**config.mk**
```make
export PLATFORM = sky130hd
export DESIGN_NAME = vctr_fetch
export DESIGN_NICKNAME = d
export VERILOG_FILES = /design/src/rtl/vctr_fetch.sv
export SDC_FILE = /design/constraint.sdc
export NUM_CORES = 1
export LEC_CHECK = 0
export CORE_MARGIN = 3
export CORE_UTILIZATION = 59
export CTS_CLUSTER_SIZE = 8
export DETAILED_ROUTE_END_ITERATION = 7
export PLACE_DENSITY_LB_ADDON = 0.2
export SLEW_MARGIN = 10
export SYNTH_ARGS = -nofsm -noshare
export SYNTH_HDL_FRONTEND = slang
export SYNTH_SLANG_ARGS = --single-unit
```
**constraint.sdc**
```tcl
create_clock -name clk -period 6.15 [get_ports clk]
set_clock_uncertainty 0.15 [all_clocks]
set_input_delay 0.9225 -clock clk [delete_from_list [all_inputs] [get_ports clk]]
set_output_delay 0.9225 -clock clk [all_outputs]
set_load 0.005 [all_outputs]
```
**src/rtl/vctr_fetch.sv**
```systemverilog
// -----------------------------------------------------------------------------
// vctr_fetch
//   Buffers test-vector addresses coming from the driver, fetches each vector
//   word over an Avalon-style master read port and pushes the returned word
//   into the downstream vector FIFO. One read is outstanding at most.
//
// Ports
//   clk                 in   1   single clock, rising edge
//   reset               in   1   asynchronous, active-low reset
//   addr_fifo_din       in   32  vector address from driver
//   addr_fifo_wr        in   1   push addr_fifo_din (one word per cycle)
//   addr_fifo_full      out  1   address FIFO full
//   addr_fifo_rd        out  1   one-cycle pulse per popped address
//   words_in_addr_fifo  out  16  address FIFO occupancy, zero-extended
//   master_addr         out  32  read address
//   master_rd           out  1   read request, held until accepted
//   master_waitrequest  in   1   slave stall
//   master_data_in      in   32  read data
//   master_data_in_val  in   1   read data valid strobe
//   vctr_fifo_din       out  32  fetched vector word
//   vctr_fifo_wr        out  1   one-cycle push into vector FIFO
//   vctr_fifo_full      in   1   vector FIFO full, sampled only in IDLE
//   rd_timeout_err      out  1   sticky read-timeout flag
//   clr_err             in   1   synchronous clear of rd_timeout_err
//
// Handshakes: addr_fifo_wr, addr_fifo_rd, vctr_fifo_wr and master_data_in_val
// are single-cycle strobes carrying one word each. master_rd is a request that
// stays high with a stable master_addr until the rising edge on which
// master_waitrequest is low; that edge is the accept. Data returns later as a
// master_data_in_val strobe and is only honoured in WAIT.
// The FSM state is the internal signal `state` (state_t) for checkers to bind.
// -----------------------------------------------------------------------------
module vctr_fetch #(
   parameter int AFIFO_DEPTH = 16,
   parameter int RD_TIMEOUT  = 255
) (
   input  logic        clk,
   input  logic        reset,
   input  logic [31:0] addr_fifo_din,
   input  logic        addr_fifo_wr,
   output logic        addr_fifo_full,
   output logic        addr_fifo_rd,
   output logic [15:0] words_in_addr_fifo,
   output logic [31:0] master_addr,
   output logic        master_rd,
   input  logic        master_waitrequest,
   input  logic [31:0] master_data_in,
   input  logic        master_data_in_val,
   output logic [31:0] vctr_fifo_din,
   output logic        vctr_fifo_wr,
   input  logic        vctr_fifo_full,
   output logic        rd_timeout_err,
   input  logic        clr_err
);

   localparam int          AW       = $clog2(AFIFO_DEPTH);
   localparam logic [AW:0] FULL_CNT = (AW+1)'(AFIFO_DEPTH);
   localparam logic [15:0] TMO_LAST = 16'(RD_TIMEOUT - 1);

   typedef enum logic [1:0] {
      IDLE = 2'd0,
      REQ  = 2'd1,
      WAIT = 2'd2
   } state_t;

   state_t      state, state_d;

   logic [31:0] mem [AFIFO_DEPTH];
   logic [AW:0] wr_ptr, rd_ptr, count;
   logic        push, pop;

   logic [15:0] tmo_cnt, tmo_cnt_d;
   logic [31:0] master_addr_d, vctr_fifo_din_d;
   logic        master_rd_d, addr_fifo_rd_d, vctr_fifo_wr_d, rd_timeout_err_d;

   assign addr_fifo_full     = (count == FULL_CNT);
   assign words_in_addr_fifo = {{(15-AW){1'b0}}, count};

   // A vector push issued on the previous edge is not yet reflected in
   // vctr_fifo_full, so IDLE waits one cycle after a push before trusting it.
   assign pop  = (state == IDLE) && (count != '0) && !vctr_fifo_full && !vctr_fifo_wr;
   // A push into a full FIFO is accepted when a pop frees a slot on the same edge.
   assign push = addr_fifo_wr && (!addr_fifo_full || pop);

   // ---------------- address FIFO ----------------
   always_ff @(posedge clk or negedge reset) begin
      if (!reset) begin
         wr_ptr <= '0;
         rd_ptr <= '0;
         count  <= '0;
      end else begin
         if (push) wr_ptr <= wr_ptr + 1'b1;
         if (pop)  rd_ptr <= rd_ptr + 1'b1;
         case ({push, pop})
            2'b10:   count <= count + 1'b1;
            2'b01:   count <= count - 1'b1;
            default: count <= count;
         endcase
      end
   end

   // When full, push and pop address the same slot; the pop captures the old
   // word into master_addr on the same edge the new word is written.
   always_ff @(posedge clk) begin
      if (push) mem[wr_ptr[AW-1:0]] <= addr_fifo_din;
   end

   // ---------------- fetch FSM: next state / next outputs ----------------
   always_comb begin
      state_d          = state;
      tmo_cnt_d        = tmo_cnt;
      master_addr_d    = master_addr;
      master_rd_d      = master_rd;
      vctr_fifo_din_d  = vctr_fifo_din;
      addr_fifo_rd_d   = 1'b0;
      vctr_fifo_wr_d   = 1'b0;
      rd_timeout_err_d = rd_timeout_err & ~clr_err;

      case (state)
         IDLE: begin
            if (pop) begin
               master_addr_d  = mem[rd_ptr[AW-1:0]];
               master_rd_d    = 1'b1;
               addr_fifo_rd_d = 1'b1;
               state_d        = REQ;
            end
         end
         REQ: begin
            if (!master_waitrequest) begin
               master_rd_d = 1'b0;
               tmo_cnt_d   = '0;
               state_d     = WAIT;
            end
         end
         WAIT: begin
            if (master_data_in_val) begin
               vctr_fifo_din_d = master_data_in;
               vctr_fifo_wr_d  = 1'b1;
               tmo_cnt_d       = '0;
               state_d         = IDLE;
            end else if (tmo_cnt == TMO_LAST) begin
               // RD_TIMEOUT-th WAIT cycle without data: the vector is dropped.
               rd_timeout_err_d = 1'b1;
               tmo_cnt_d        = '0;
               state_d          = IDLE;
            end else begin
               tmo_cnt_d = tmo_cnt + 16'd1;
            end
         end
         default: state_d = IDLE;
      endcase
   end

   // ---------------- fetch FSM: registers ----------------
   always_ff @(posedge clk or negedge reset) begin
      if (!reset) begin
         state          <= IDLE;
         tmo_cnt        <= '0;
         master_addr    <= '0;
         master_rd      <= 1'b0;
         vctr_fifo_din  <= '0;
         addr_fifo_rd   <= 1'b0;
         vctr_fifo_wr   <= 1'b0;
         rd_timeout_err <= 1'b0;
      end else begin
         state          <= state_d;
         tmo_cnt        <= tmo_cnt_d;
         master_addr    <= master_addr_d;
         master_rd      <= master_rd_d;
         vctr_fifo_din  <= vctr_fifo_din_d;
         addr_fifo_rd   <= addr_fifo_rd_d;
         vctr_fifo_wr   <= vctr_fifo_wr_d;
         rd_timeout_err <= rd_timeout_err_d;
      end
   end

endmodule

```
==> results.cfg <==
[yosys]
yosysSeqAreaShare_pct = 74.8
avgSynthCellArea_sq_um = 17.5
yosysTopAreaCellShare_pct = 64.4
synth_top_family_by_area = multiplexers
synth_fa_ha_area_share_pct = 0.577
synth_most_common_cell = edfxtp_1
ys_warn_count = 0
synth-xor-area-share_pct = 0.514
synth_edf_count = 512
ys_ff_latch = 611
synth_top_cells_by_count = edfxtp_1, mux2i_1, dfrtp_1, o22ai_1, nor2_1
synthArstFlopShare_pct = 16.2
synth-compound-area-share_pct = 5.79
synth_cells = 1364
ys.flop_type = edfxtp_1
synth.area.top_cells = edfxtp_1, dfrtp_1, mux2i_1
synth.distinct_cells = 56
synth_simple_gate_area_share_pct = 3.68
synth_area_sq_um = 23900
muxShareOfSynthArea_pct = 12.7
synth_area_leader_cell = edfxtp_1

[clock_network]
post_cts_resized = 0
cts_tree = done
clkTransAtPathRegs_ns = 0.05
htree_levels = 3
cts_max_path_buffers = 3
cts.sinks = 611
root_buffer = clkbuf_16
cts_hold_buffers = 0
cts_setup_buffers = 0
clock_latency_ns = 0.59
cts_made_buffers = 86

[critical_path]
critPathKind = input pin to flip-flop
worst_r2r_path_depth = 5
cp.arrival_ns = 3.75
cp-start-kind = input pin
critPathRequiredTime_ns = 6.29
worstSetupEndpointType = flip-flop
path_max_fanout = 23

[drt]
vias_per_cell = 6.02
vias = 12900
post-route-drc-count = 0
routed_wl_microns = 50200
ant_nets = 0
drtPass1Iterations = 5
drt-initial-drc-count = 1131
avgRoutedWirePerCell_microns = 23.5

[finish]
fillers = 2478
fin_area_sq_um = 28400
antenna_cells = 0
fin_util_pct = 71.4
area_growth_pct = 19.0
fin_nets = 1624
drive_above_1_share_pct = 13.2

[placed_design]
postPlaceCellArea_sq_um = 25900
hpwl_microns = 28600
place_congestion = 0.812
io_buffer_count = 144

[floorplanning]
die_h_microns = 207
rows = 73
boundaryPins = 156
initial_utilization_pct = 59.9
dieWidth_microns = 207
core_area_sq_um = 39800
dieArea_sq_um = 42900

[run_status]
status = finished clean

[timing]
fin_crit_sh_pct = 58.8
finalSetupViolCount = 0
whs_ns = 0.212
tightestPinTransition_ns = 1.26
grt_setup_unrepaired = no
drv_slew = 0
clock.fmax_ghz = 0.277
finalCriticalPeriod_ns = 3.61
max_slew_margin_pct = 16.1
hold_viol_final = 0
setup_tns_ns = 0

[pwr]
powerDensity_nw_per_um2 = 474
p_total_uw = 13500
p_leak_uw = 0.0100
ir_worst_vdd_mv = 0.311

[flow_run]
drv_cap = 0

[global_routing]
grt.busiest_layer = met2
globalRouteMet1Util_pct = 33.0
antenna_found_initial = 0
overflow = 0
grt_usage_pct = 23.1
use_met3_pct = 4.56
grt_max_degree = 72
grt_pass1_wl_microns = 76800
met2_usage_pct = 36.7
grt_pass1_vias = 13000

[hold_path]
hp-class = input pin to asynchronous set/reset pin
## cell families after synthesis
kind of cell               count (synthesis)
adders and majority gates                 11
xor gates and xnor gates                  14
DFF                                      611
buffers and inverters                     98
and+or+nand+nor                          164
AOI/OAI and AO/OA                        206
other                                      1
muxes                                    259
## critical path, stage by stage
cell             delay, ns
clkdlybuf4s50_1       0.40
or4_4                 0.53
a31oi_4               0.41
nand2_1               0.34
nor2_4                0.80
buf_4                 0.32
## state kept, by name, indices dropped and copies added, names as in the netlist
name            flops
mem               512
tmo_cnt            16
rd_timeout_err      1
addr_fifo_rd        1
wr_ptr              4
master_addr        32
rd_ptr              4
master_rd           1
state               2
vctr_fifo_wr        1
vctr_fifo_din      32
count               5
## report_power, final
part           leakage [uW]  internal [uW]  switching (uW)
sequential          0.00582           5140             397
clock               0.00118           2650            1640
combinational       0.00301           1680            1950
## cell type report
type	instances	area [sq um]	share of cell area, %
multi-input cells	665	5720	20.1
repair buffers	167	1660	5.83
inverters	11	41.3	0.145
clock buffers	152	2430	8.56
clock inverters	5	51.3	0.181
well taps	525	657	2.31
flip-flops and latches	611	17900	62.8
## placed cells by master (no fill, tap or decap), types with 3 or more instances in the layout
| master | count |
|---|---|
| a21oi_1 | 12 |
| clkdlybuf4s50_1 | 143 |
| nand3_1 | 4 |
| nand2b_1 | 38 |
| clkbuf_16 | 87 |
| conb_1 | 11 |
| and2_1 | 6 |
| nor2b_1 | 4 |
| a31oi_1 | 33 |
| ha_1 | 11 |
| xnor2_1 | 8 |
| o22ai_1 | 98 |
| inv_1 | 11 |
| a21o_1 | 3 |
| mux4_2 | 32 |
| buf_4 | 21 |
| dfrtp_1 | 97 |
| clkbuf_1 | 64 |
| a211oi_1 | 34 |
| nand4_1 | 6 |
| nor2_4 | 12 |
| xor2_1 | 6 |
| nor3_2 | 4 |
| edfxtp_1 | 512 |
| nand2_1 | 18 |
| nor2_1 | 45 |
| o21ai_0 | 11 |
| mux2i_1 | 193 |
| mux2_2 | 34 |
| inv_6 | 3 |
| or3_1 | 5 |
## routing by layer
metal | routed length, microns | vias to the layer above
li1 | - | 5770
met1 | 21500 | 6514
met2 | 24500 | 480
met3 | 3010 | 93
met4 | 1170 | 0
met5 | 0 | -
## stage by stage
step / std cells / setup WS [ns]
6_report: 2136 / 2.54
5_1_grt: 2136 / 2.35
4_1_cts: 2135 / 2.57
3_5_place_dp: 1978 / 1.96
3_3_place_gp: 1978 / 2.00
2_1_floorplan: 1374 / 1.42
## worst paths after layout
check,start,to,slack [ns]
max,vctr_fifo_full,mem[15][5],2.54
min,reset,vctr_fifo_din[27],0.21
max reg2reg,state[0],mem[15][5],2.77
min reg2reg,vctr_fifo_din[10],vctr_fifo_din[10],0.35
max in group asynchronous,reset,rd_ptr[0],4.34
min in group clk,vctr_fifo_din[10],vctr_fifo_din[10],0.35
No activity file was read; power rests on OpenSTA's default activity.
